### src/rtl/cla32_sched_pkg.sv
// Shared types and constants for the round-robin shared-adder scheduler.
package cla32_sched_pkg;

    localparam int unsigned DATA_W = 32;

    typedef enum logic [1:0] {
        IDLE = 2'd0,
        CALC = 2'd1,
        RESP = 2'd2
    } state_e;

    // Ceiling log2, used to validate the requester index width.
    function automatic int unsigned clog2(input int unsigned v);
        int unsigned r;
        r = 0;
        for (int unsigned i = 0; i < 32; i++) begin
            if ((32'd1 << i) < v) r = i + 1;
        end
        return r;
    endfunction

endpackage

### src/rtl/cla32_rr_sched_rr_arbiter.sv
// Combinational round-robin arbiter: first active request at or after ptr wins.
module rr_arbiter #(
    parameter int unsigned NUM_REQ = 4,
    parameter int unsigned ID_W    = 2
) (
    input  logic [NUM_REQ-1:0] req,
    input  logic [ID_W-1:0]    ptr,
    output logic [NUM_REQ-1:0] grant,
    output logic [ID_W-1:0]    grant_id,
    output logic               any
);

    logic [ID_W-1:0] idx;

    // Rotating priority search; index arithmetic wraps since NUM_REQ is a power of two.
    always_comb begin
        any      = 1'b0;
        grant_id = '0;
        idx      = '0;
        for (int unsigned i = 0; i < NUM_REQ; i++) begin
            idx = ptr + ID_W'(i);
            if (!any && req[idx]) begin
                any      = 1'b1;
                grant_id = idx;
            end
        end
        grant = NUM_REQ'(any) << grant_id;
    end

endmodule

### src/rtl/modified_cla32.sv
// 32-bit adder built from 4-bit carry-lookahead groups with group carries chained.
module modified_cla32 (
    input  logic [31:0] a,
    input  logic [31:0] b,
    input  logic        ci,
    output logic [31:0] s,
    output logic        co
);

    logic [31:0] g;
    logic [31:0] p;
    logic [32:0] c;

    // Generate/propagate, per-group lookahead carries, then sum.
    always_comb begin
        g    = a & b;
        p    = a ^ b;
        c    = '0;
        c[0] = ci;
        for (int k = 0; k < 8; k++) begin
            c[4*k+1] = g[4*k] | (p[4*k] & c[4*k]);
            c[4*k+2] = g[4*k+1] | (p[4*k+1] & g[4*k])
                     | (p[4*k+1] & p[4*k] & c[4*k]);
            c[4*k+3] = g[4*k+2] | (p[4*k+2] & g[4*k+1])
                     | (p[4*k+2] & p[4*k+1] & g[4*k])
                     | (p[4*k+2] & p[4*k+1] & p[4*k] & c[4*k]);
            c[4*k+4] = g[4*k+3] | (p[4*k+3] & g[4*k+2])
                     | (p[4*k+3] & p[4*k+2] & g[4*k+1])
                     | (p[4*k+3] & p[4*k+2] & p[4*k+1] & g[4*k])
                     | (p[4*k+3] & p[4*k+2] & p[4*k+1] & p[4*k] & c[4*k]);
        end
        s  = p ^ c[31:0];
        co = c[32];
    end

endmodule

### src/rtl/cla32_rr_sched.sv
// Round-robin scheduler sharing one 32-bit CLA among NUM_REQ requesters.
// Optional subtract support when CLA32_SCHED_SUB_EN is defined (adds req_sub, rsp_ovf).
module cla32_rr_sched
    import cla32_sched_pkg::*;
#(
    parameter int unsigned NUM_REQ = 4,
    parameter int unsigned ID_W    = 2
) (
    input  logic                      clk,
    input  logic                      reset_n,
    input  logic [NUM_REQ-1:0]        req_valid,
    output logic [NUM_REQ-1:0]        req_ready,
    input  logic [DATA_W*NUM_REQ-1:0] req_a,
    input  logic [DATA_W*NUM_REQ-1:0] req_b,
    input  logic [NUM_REQ-1:0]        req_ci,
`ifdef CLA32_SCHED_SUB_EN
    input  logic [NUM_REQ-1:0]        req_sub,
    output logic                      rsp_ovf,
`endif
    output logic                      rsp_valid,
    input  logic                      rsp_ready,
    output logic [ID_W-1:0]           rsp_id,
    output logic [DATA_W-1:0]         rsp_s,
    output logic                      rsp_co,
    output logic                      busy
);

    if (ID_W != clog2(NUM_REQ)) begin : g_bad_id_w
        $error("ID_W must equal clog2(NUM_REQ)");
    end

    state_e              state_q, state_d;
    logic [ID_W-1:0]     rr_ptr;
    logic [DATA_W-1:0]   op_a, op_b;
    logic                op_ci;
    logic [ID_W-1:0]     op_id;

    logic [NUM_REQ-1:0]  arb_grant;
    logic [ID_W-1:0]     arb_id;
    logic                arb_any;
    logic                load_c;
    logic [DATA_W-1:0]   sel_a, sel_b;
    logic                sel_ci;
    logic [DATA_W-1:0]   sum;
    logic                sum_co;

    rr_arbiter #(.NUM_REQ(NUM_REQ), .ID_W(ID_W)) u_arb (
        .req      (req_valid),
        .ptr      (rr_ptr),
        .grant    (arb_grant),
        .grant_id (arb_id),
        .any      (arb_any)
    );

    // Winner's operands; subtraction folds into inverted b and forced carry-in.
    always_comb begin
        sel_a  = req_a[arb_id*DATA_W +: DATA_W];
        sel_b  = req_b[arb_id*DATA_W +: DATA_W];
        sel_ci = req_ci[arb_id];
`ifdef CLA32_SCHED_SUB_EN
        if (req_sub[arb_id]) begin
            sel_b  = ~sel_b;
            sel_ci = 1'b1;
        end
`endif
    end

    // Next state and the combinational grant shown only while idle.
    always_comb begin
        state_d   = state_q;
        req_ready = '0;
        load_c    = 1'b0;
        case (state_q)
            IDLE: begin
                if (arb_any) begin
                    req_ready = arb_grant;
                    load_c    = 1'b1;
                    state_d   = CALC;
                end
            end
            CALC:    state_d = RESP;
            RESP:    if (rsp_ready) state_d = IDLE;
            default: state_d = IDLE;
        endcase
    end

    // State register and round-robin pointer.
    always_ff @(posedge clk or negedge reset_n) begin
        if (!reset_n) begin
            state_q <= IDLE;
            rr_ptr  <= '0;
        end else begin
            state_q <= state_d;
            if (load_c) rr_ptr <= arb_id + ID_W'(1);
        end
    end

    // Operand registers, captured only on the grant edge.
    always_ff @(posedge clk or negedge reset_n) begin
        if (!reset_n) begin
            op_a  <= '0;
            op_b  <= '0;
            op_ci <= 1'b0;
            op_id <= '0;
        end else if (load_c) begin
            op_a  <= sel_a;
            op_b  <= sel_b;
            op_ci <= sel_ci;
            op_id <= arb_id;
        end
    end

    modified_cla32 u_cla (
        .a  (op_a),
        .b  (op_b),
        .ci (op_ci),
        .s  (sum),
        .co (sum_co)
    );

    // Response registers: loaded in CALC, held through RESP until accepted.
    always_ff @(posedge clk or negedge reset_n) begin
        if (!reset_n) begin
            rsp_valid <= 1'b0;
            rsp_id    <= '0;
            rsp_s     <= '0;
            rsp_co    <= 1'b0;
`ifdef CLA32_SCHED_SUB_EN
            rsp_ovf   <= 1'b0;
`endif
        end else if (state_q == CALC) begin
            rsp_valid <= 1'b1;
            rsp_id    <= op_id;
            rsp_s     <= sum;
            rsp_co    <= sum_co;
`ifdef CLA32_SCHED_SUB_EN
            rsp_ovf   <= (op_a[DATA_W-1] == op_b[DATA_W-1]) &&
                         (sum[DATA_W-1] != op_a[DATA_W-1]);
`endif
        end else if (state_q == RESP && rsp_ready) begin
            rsp_valid <= 1'b0;
        end
    end

    assign busy = (state_q != IDLE);

endmodule

### config.mk
export PLATFORM = sky130hd
export DESIGN_NAME = cla32_rr_sched
export DESIGN_NICKNAME = d
export VERILOG_FILES = /design/src/rtl/cla32_sched_pkg.sv /design/src/rtl/cla32_rr_sched_rr_arbiter.sv /design/src/rtl/modified_cla32.sv /design/src/rtl/cla32_rr_sched.sv
export SDC_FILE = /design/constraint.sdc
export NUM_CORES = 1
export LEC_CHECK = 0
export ABC_CLOCK_PERIOD_IN_PS = 6710
export CELL_PAD_IN_SITES_DETAIL_PLACEMENT = 1
export CELL_PAD_IN_SITES_GLOBAL_PLACEMENT = 1
export CORE_MARGIN = 3
export CORE_UTILIZATION = 30
export DETAILED_ROUTE_END_ITERATION = 8
export GPL_TIMING_DRIVEN = 0
export PLACE_DENSITY = 0.84
export SYNTH_ARGS = -nofsm -noshare
export SYNTH_HDL_FRONTEND = slang
export SYNTH_SLANG_ARGS = --single-unit
### constraint.sdc
create_clock -name clk -period 6.71 [get_ports clk]
set_clock_uncertainty 0.15 [all_clocks]
set_input_delay 0.671 -clock clk [delete_from_list [all_inputs] [get_ports clk]]
set_output_delay 0.671 -clock clk [all_outputs]
set_load 0.03 [all_outputs]
==> results of run 1 <==
area by class of cell:
cell class | count | area share, %
Multi-Input combinational cell | 843 | 38.52
Timing Repair Buffer | 308 | 27.99
Sequential cell | 107 | 24.25
Tap cell | 319 | 3.614
Buffer | 66 | 2.583
Clock buffer | 9 | 2.039
Inverter | 15 | 0.5099
Clock inverter | 7 | 0.4759
Antenna cell | 1 | 0.02266
registers in the layout (all words and copies together) (netlist names), 2 cells and up:
signal,flops
op_a,32
op_id,2
state_q,2
rsp_s,32
rr_ptr,2
op_b,32
rsp_id,2
critical path: cells and delay by family:
family,cells,cell delay [ns]
compound gates,2,0.18
buf+inv,4,1.94
simple gates,3,1.09
routing by layer:
metal / vias to the layer above / GRT usage [%] / part of all wire (%)
met5: - / 0 / 0.039
met1: 4052 / 32.24 / 44
met4: 2 / 5.739 / 1.7
met3: 32 / 5.024 / 6.6
met2: 295 / 43.92 / 47
li1: 4051 / - / -
how the worst max path moves through the flow:
stage / from / cells after the start / slack, ns / end
floorplan: req_valid[3] / 6 / 3.63 / req_ready[1]
global placement: reset_n / 1 / 0.58 / op_b[23]
detailed placement: req_valid[3] / 9 / 2.05 / req_ready[3]
CTS: req_valid[3] / 9 / 2.04 / req_ready[3]
global route: req_valid[3] / 9 / 1.89 / req_ready[3]
finish: req_valid[3] / 9 / 1.99 / req_ready[3]
per-stage QoR:
| stage | hold slack, ns | setup slack (ns) | area, µm² | util, % |
|---|---|---|---|---|
| after floorplan | 0.2254 | 3.632 | 7273 | - |
| after global placement | 0.2977 | 0.5761 | 10750 | 45.37 |
| after detailed placement | 0.3147 | 2.048 | 10760 | 45.45 |
| after CTS | 0.3159 | 2.037 | 11040 | 46.62 |
| after global routing | 0.3522 | 1.893 | 11040 | 46.62 |
| final | 0.3006 | 1.989 | 11040 | 46.63 |
synth_stat cells (all sizes together), types with 2 or more instances:
master  number  area, µm²
o21ai      163      815.8
nor2b        2      12.51
nor3         8      40.04
o21a         3      22.52
xnor2       16      140.1
nor2        11      43.80
inv         15      56.30
and3         7      43.79
nand2      452       1697
nand4        5      31.28
a21o         5      37.54
a31oi        2      25.02
o211ai       6      45.04
a221oi       3      50.05
buf         25      131.4
o21bai       4      30.03
xor2         4      35.03
nand3       69      345.3
fa           8      160.2
o31ai        2      15.01
nand2b       3      18.77
or2          3      18.77
a21boi       3      22.52
dfrtp      107       2678
a21oi       20      103.9
clkbuf      41      153.9
ha          32      400.4
power by group through the flow:
stage / Clock [mW] / Sequential, mW / Combinational, mW
after CTS: 0.532 / 1.22 / 3.56
after floorplan: 0 / 1.37 / 2.02
final: 0.521 / 1.22 / 3.55
after detailed placement: 0 / 1.23 / 3.53
after global placement: 0 / 1.22 / 3.42
after global routing: 0.558 / 1.26 / 3.92
logic make-up after synthesis:
family                   count (synthesis)  share of synthesized area (%)
AO/OA/AOI/OAI                          218                          16.89
multiplexers                             1                         0.1376
XOR/XNOR                                20                          2.408
AND/OR/NAND/NOR                        564                          31.34
adder cells (fa/ha/maj)                 40                          7.707
buffers and inverters                   81                          4.696
flip-flops                             107                          36.81
==> impl.org, run 1 <==
** Status
- Outcome :: finished, final reports clean

** Pwr
- In this run the power density over the cells is 479.4 nW/µm².
- For this design the total switching power over the nets is between 2 and 3 mW.
- Summing internal, switching and leakage power gives around 5.3 mW.
- Cell internal power was estimated by the tool at between 2 and 3 mW.
- Combinational fraction of design power :: 67.0%
- Maximum resistive drop on vdd :: roughly 0.00016 V
- The clock network is responsible for roughly a tenth of the overall power.
- Reg power frac :: approximately 23%
- Summed over all cells, the static leakage comes to approximately 5.0 nW.
- In this run switching power makes up 51.56% of total power.

** Global route
- Largest net degree at the start of global routing :: 69
- Wire length of the first global-routing pass :: 50.55 mm
- The number of antenna violations at the first check in global routing was 1.
- Global route total overflow :: 0
- Total routing usage reported by global routing :: 25.13%
- The number of global-route vias before repair was 8,911.

** Layout
- The multi-input combinational cells in the finished layout cover a total of approximately 4300 µm².
- Area growth, synth to finish :: 51.83%
- In the final layout, flip-flops and latches occupy roughly 2700 µm².
- Commonest non-fill, non-tap cells in the layout :: 452 x sky130_fd_sc_hd__nand2_1, 306 x sky130_fd_sc_hd__clkdlybuf4s50_1, 122 x sky130_fd_sc_hd__o21ai_1
- Finished Layout Cells :: about 1,700
- Of the cells placed in the final design, the portion with a size suffix greater than 1 is around 3.7%.
- Most frequent standard cell in the layout excluding fill and tap cells :: sky130_fd_sc_hd__nand2_1
- The layout has around 3,000 filler cells.
- In the final design database the tool counted approximately 1,700 nets.

** Clocking
- In this run, CTS created clock tree buffers numbering 9.
- No sink is reached through more buffers than the 2 on the longest clock path.
- At the later pin of the worst-skew pair, clock insertion delay measures ~0.36 ns.
- The tree built by TritonCTS fans out to 107 sinks.
- Buffer count from post-CTS setup fixing :: 0
- After clock tree synthesis, the clock-pin slew on the worst setup and hold paths is 0.07 ns.
- The number of hold buffers added after CTS was 0.
- Post-cts gate resize count :: 0
- CTS Root Buffer Type :: sky130_fd_sc_hd__clkbuf_16
- The H-tree was split into 3 levels.
- TritonCTS built the clock tree.

** Floorplanning
- The die is approximately 160 µm tall.
- Starting Density :: between 30 and 40%
- Die Footprint :: around 26,000 µm²
- After floorplanning, the core was sized to cover between 20,000 and 25,000 µm².
- The die is 161.7 µm wide.
- around 310 I/O pins were placed.
- The initialized floorplan defines 56 standard-cell rows.

** Critical path
- Ordered list of cells on the worst path :: clkdlybuf4s50_1 -> o21ai_1 -> o21ai_1 -> nor2_1 -> nor2_1 -> buf_2 -> buf_2 -> and3_1 -> clkdlybuf4s50_1
- Along the worst path, the maximum fanout reaches 10.
- The slowest stage of the critical path is the sky130_fd_sc_hd__nor2_1 cell.
- Flop-to-flop setup slack :: 3.03 ns
- Worst setup path class :: primary input to primary output
- Endpoint kind of the worst setup timing path :: primary output
- In this design, the stage delay of the slowest critical-path cell is between 0.8 and 0.9 ns.
- STA classifies the critical path startpoint as a primary input.
- Signal arrival time at the worst endpoint :: ~4 ns
- Number of cells on the worst reg-to-reg path :: 9
- Endpoint required time on the critical path :: about 5.9 ns
- Launching point of the worst reg2reg path :: rr_ptr[1]
- The endpoint identified for the worst register-to-register timing path is op_a[23].

** Timing
- The hold violation count in the final report came to 0.
- Fmax achieved :: 211.8 MHz
- Worst-margin pin slew :: between 1 and 1.5 ns
- Final period demand of the worst path :: between 4 and 5 ns
- Setup Total Neg Slack :: 0 ns
- Setup repair after global routing left no endpoint under its margin.
- Setup-failing EPs final :: 0
- The final max-slew violation count is 0.
- The final critical path takes up 70.35% of the cycle.
- Relative slew slack :: between 20% and 30%

** Logic synthesis
- Of the synthesized area, sequential elements account for a little under two fifths.
- Summing every instance area after synthesis gives between 7000 and 8000 µm².
- Synth warnings :: 0
- Synthesis inferred ~110 register bits.
- Number of synthesized flops with an enable pin :: 0
- Synth cell types :: 47
- FFs w/ async S/R, synth :: 100.0%
- After technology mapping, the gate count stands at 1,031.
- Avg Synthesized Cell Area :: a little over 7 µm²
- Most used DFF post-synth :: sky130_fd_sc_hd__dfrtp_1
- Syn nets :: 1,338

** Drt
- Post-route DRC :: 0
- DR WL/cell :: approximately 20 µm
- Routed via count divided by cell count :: between 5 and 6
- First-iteration detailed-routing DRC count :: between 300 and 400
- The first TritonRoute pass finished after 4 iterations.
- Routed vias :: 8,432
- Antenna Nets Post-Route :: 0
- Final wirelength :: roughly 33 mm

** Placement
- Port Buffer Count :: a little over 300
- Including well taps, the total number of placed cells is approximately 1,700.
- The congestion estimate from routability-driven global placement came to approximately 0.88.
- Detail Placement HPWL :: about 27 mm

** Flow run
- The tool flagged a number of max-cap violations equal to 0.

** Min path
- Path category of the worst min-delay check :: primary input to async pin
No activity file was read; power rests on OpenSTA's default activity.
==> run 2, diff against run 1 <==
--- a/config.mk
+++ b/config.mk
@@ -5,14 +5,14 @@
 export SDC_FILE = /design/constraint.sdc
 export NUM_CORES = 1
 export LEC_CHECK = 0
-export ABC_CLOCK_PERIOD_IN_PS = 6710
+export ABC_CLOCK_PERIOD_IN_PS = 3800
 export CELL_PAD_IN_SITES_DETAIL_PLACEMENT = 1
 export CELL_PAD_IN_SITES_GLOBAL_PLACEMENT = 1
 export CORE_MARGIN = 3
-export CORE_UTILIZATION = 30
+export CORE_UTILIZATION = 27
 export DETAILED_ROUTE_END_ITERATION = 8
 export GPL_TIMING_DRIVEN = 0
-export PLACE_DENSITY = 0.84
+export PLACE_DENSITY = 0.8
 export SYNTH_ARGS = -nofsm -noshare
 export SYNTH_HDL_FRONTEND = slang
 export SYNTH_SLANG_ARGS = --single-unit
==> constraint.sdc (replaced) <==
create_clock -name clk -period 3.8 [get_ports clk]
set_clock_uncertainty 0.15 [all_clocks]
set_input_delay 0.38 -clock clk [delete_from_list [all_inputs] [get_ports clk]]
set_output_delay 0.38 -clock clk [all_outputs]
set_load 0.03 [all_outputs]
==> impl.org, run 2 (synthesis results as in run 1) <==
** Layout
- Area growth, synth to finish :: 52.35%
- Final cell utilization of the core :: 42.16% (-4.5 points)
- The number of nets in the finished design is 1,657 (unchanged).
- In the layout the commonest cells are 452 x sky130_fd_sc_hd__nand2_1, 306 x sky130_fd_sc_hd__clkdlybuf4s50_1, 122 x sky130_fd_sc_hd__o21ai_1.
- In the final layout, the registers with the most flip-flops are op_a: 32 flops, op_b: 32 flops, rsp_s: 32 flops.
- The share of final-layout standard cells stronger than drive strength 1 was 3.616% (-0.074 points).
- Most frequent standard cell in the layout excluding fill and tap cells :: sky130_fd_sc_hd__nand2_1

** Critical path
- Endpoint required time on the critical path :: 3.27 ns (-2.62 ns)
- Highest fanout seen on the critical path :: 10 (unchanged)
- Number of cells on the worst reg-to-reg path :: 10 (+1)
- In this run the critical register-to-register path is captured at rsp_s[28].
- Startpoint kind of the worst setup timing path :: register
- The arrival time of data at the critical path endpoint came to 3.15 ns (-0.75 ns).
- The signal on the critical path passes through nand2b_1 -> a21boi_1 -> a221oi_4 -> buf_4 -> buf_2 -> and3_1 -> clkdlybuf4s50_1.
- Launching point of the worst reg2reg path :: op_a[13]
- The longest individual stage delay on the worst path is 0.66 ns (-0.18 ns).
- Flop-to-flop setup slack :: 0.58 ns (-2.45 ns)
- Worst setup path class :: register to primary output
- The worst setup path is captured at a primary output.
- Critical Path Slowest Stage Cell :: sky130_fd_sc_hd__clkdlybuf4s50_1

** Floorplanning
- The die height came to 170.1 µm (+5.2%).
- Starting Density :: 27.68% (-3.0 points)
- The row count is 59 (+5.4%).
- Die Footprint :: 28,940 µm² (+11%)
- Horizontal extent of the die :: 170.1 µm (+5.2%)
- The number of top-level pins was 308 (unchanged).
- The area inside the core boundary is 26,280 µm² (+11%).

** Timing
- The hold violation count in the final report was 0 (unchanged).
- For this run, the top clock speed supported by timing is ~270 MHz.
- The remaining max-slew budget at the tightest pin was 43.62% (+19 points).
- Setup repair after global routing could not meet its margin everywhere.
- In the finished design, the share of the clock period the worst path needs comes to 96.81%.
- Setup-failing EPs final :: 0 (unchanged)
- Total count of max-transition violations in the final report :: 0 (unchanged)
- Final period demand of the worst path :: between 3 and 4 ns
- The worst hold slack was 0.3232 ns (+0.02261 ns).
- Worst-margin pin slew :: 0.8440 ns (-0.2894 ns)

** Global route
- Largest net degree at the start of global routing :: 69 (unchanged)
- Number of antenna violations at the first check in global routing :: 3 (+2)
- The number of global-route vias before repair came to 8,846 (-0.73%).
- Global route total overflow :: 0 (unchanged)
- Wire length of the first global-routing pass :: 49.34 mm (-2.4%)
- Total routing usage reported by global routing :: 22.12% (-3.0 points)

** Pwr
- Psw :: 4.694 mW (+72%)
- Maximum resistive drop on vdd :: 0.0002688 V (+71%)
- The sequential group share of total power came to 23.3% (+0.2 points).
- The proportion of power drawn by the clock network was 9.9% (about the same).
- Overall power :: 9.229 mW (+74%)
- The cell-internal power is 4.535 mW (+77%).
- The switching part of the total was 50.86% (-0.69 points).
- Ratio of total power to cell area :: 832.9 nW/µm² (+74%)
- Combinational fraction of design power :: 66.8% (-0.2 points)
- P_leak :: 4.999 nW (+0.11%)

** Drt
- Final wirelength :: 32.44 mm (-2.7%)
- First-pass DRT Iterations :: 5 (+1)
- The total via count after detailed routing is 8,316 (-1.4%).
- DR WL/cell :: 19.18 µm (-3.6%)
- The remaining number of nets flagged by the antenna check after routing came to 0 (unchanged).
- The via-per-instance ratio was 4.918 (-2.3%).
- Post-route DRC :: 0 (unchanged)
- First-iteration detailed-routing DRC count :: 317 (-20%)

** Clocking
- The maximum buffer depth of the clock tree came to 2 (unchanged).
- Clock buffer count from CTS :: 9 (unchanged)
- Htree depth :: 3 (unchanged)
- Clock transition at path regs :: 0.08 ns (about the same)
- CTS Root Buffer Type :: sky130_fd_sc_hd__clkbuf_16
- Buffer count from post-CTS setup fixing :: 0 (unchanged)
- Number of clock sinks :: 107 (unchanged)
- TritonCTS built the clock tree.
- Later-pin clock latency in the skew report :: 0.36 ns (about the same)

** Placement
- The estimated wirelength of the detail-placed design is 26.66 mm (-0.19%).
- The final weighted congestion in routability-driven placement was 0.8213 (-6.7%).
- The count of buffers inserted at the top-level ports came to 307 (unchanged).

** Flow run
- Max-capacitance violation count :: 0 (unchanged)

** Min path
- The worst hold path was traced through 2 stages.
- Path category of the worst min-delay check :: register to register
- Worst hold endpoint :: rsp_id[0]
- The worst hold path begins at op_id[0].

** Status
- The flow ran to the end, and the final reports show no timing, DRC or antenna violations.
-- run 2: worst max-delay path by stage --
stage,startpoint,slack [ns],end,cells after the start
floorplan,op_a[0],1.05,rsp_s[13],11
global placement,reset_n,-2.03,op_b[16],1
detailed placement,req_valid[3],-0.24,req_ready[3],9
CTS,rr_ptr[1],0.03,req_ready[3],8
global route,rr_ptr[1],-0.03,req_ready[3],7
finish,rr_ptr[1],0.12,req_ready[3],7
-- run 2: power groups by stage --
| stage | logic (mW) | clock network [mW] | registers, mW |
|---|---|---|---|
| after floorplan | 3.56 | 0 | 2.42 |
| after global placement | 6.00 | 0 | 2.14 |
| after detailed placement | 6.22 | 0 | 2.17 |
| after CTS | 6.24 | 0.937 | 2.16 |
| after global routing | 6.90 | 0.987 | 2.23 |
| final | 6.16 | 0.910 | 2.15 |
-- run 2: metrics by stage --
stage | TNS [ns] | worst slack, ns | area, µm² | cells
2_1_floorplan | 0 | 1.047 | 7273 | 1031
3_3_place_gp | -216.36 | -2.027 | 10770 | 1673
3_5_place_dp | -0.9324 | -0.2357 | 10790 | 1674
4_1_cts | 0 | 0.03350 | 11070 | 1690
5_1_grt | -0.02840 | -0.02840 | 11080 | 1690
6_report | 0 | 0.1213 | 11080 | 1691
-- run 2: layer usage --
| layer | GRT usage, % | up-vias | wire length [µm] |
|---|---|---|---|
| li1 | - | 4063 | - |
| met1 | 28.11 | 3930 | 14380 |
| met2 | 37.41 | 279 | 15010 |
| met3 | 5.041 | 40 | 2242 |
| met4 | 6.984 | 4 | 778 |
| met5 | 0 | - | 27 |
-- run 2: what timing repair did --
action,CTS,global route
hold buffers,1,0
endpoints found under the hold margin,39,0
gates resized for setup,1,2
setup endpoints to repair,4,2
-- run 2: critical path: cells and delay by family (launching register included) --
| kind | cells | cell delay (ns) |
|---|---|---|
| AND/OR/NAND/NOR | 2 | 0.37 |
| buffers and inverters | 3 | 1.24 |
| AO/OA/AOI/OAI | 2 | 0.71 |
| flip-flops | 1 | 0.44 |
-- run 2: final cells by class --
class | count | area (µm²)
buffer | 65 | 281.5
clock buffer | 12 | 236.5
tap | 335 | 419.2
fill | 3288 | 15200
antenna | 1 | 2.502
multi-input combinational | 843 | 4265
sequential | 107 | 2678
inverter | 15 | 56.30
timing repair buffer | 309 | 3108
clock inverter | 4 | 33.78
==> run 3, diff against run 2 <==
--- a/config.mk
+++ b/config.mk
@@ -5,6 +5,7 @@
 export SDC_FILE = /design/constraint.sdc
 export NUM_CORES = 1
 export LEC_CHECK = 0
+export ABC_AREA = 0
 export ABC_CLOCK_PERIOD_IN_PS = 3800
 export CELL_PAD_IN_SITES_DETAIL_PLACEMENT = 1
 export CELL_PAD_IN_SITES_GLOBAL_PLACEMENT = 1
==> results of run 3 <==
The final DEF is identical to that of run 2; final timing and power are the same.
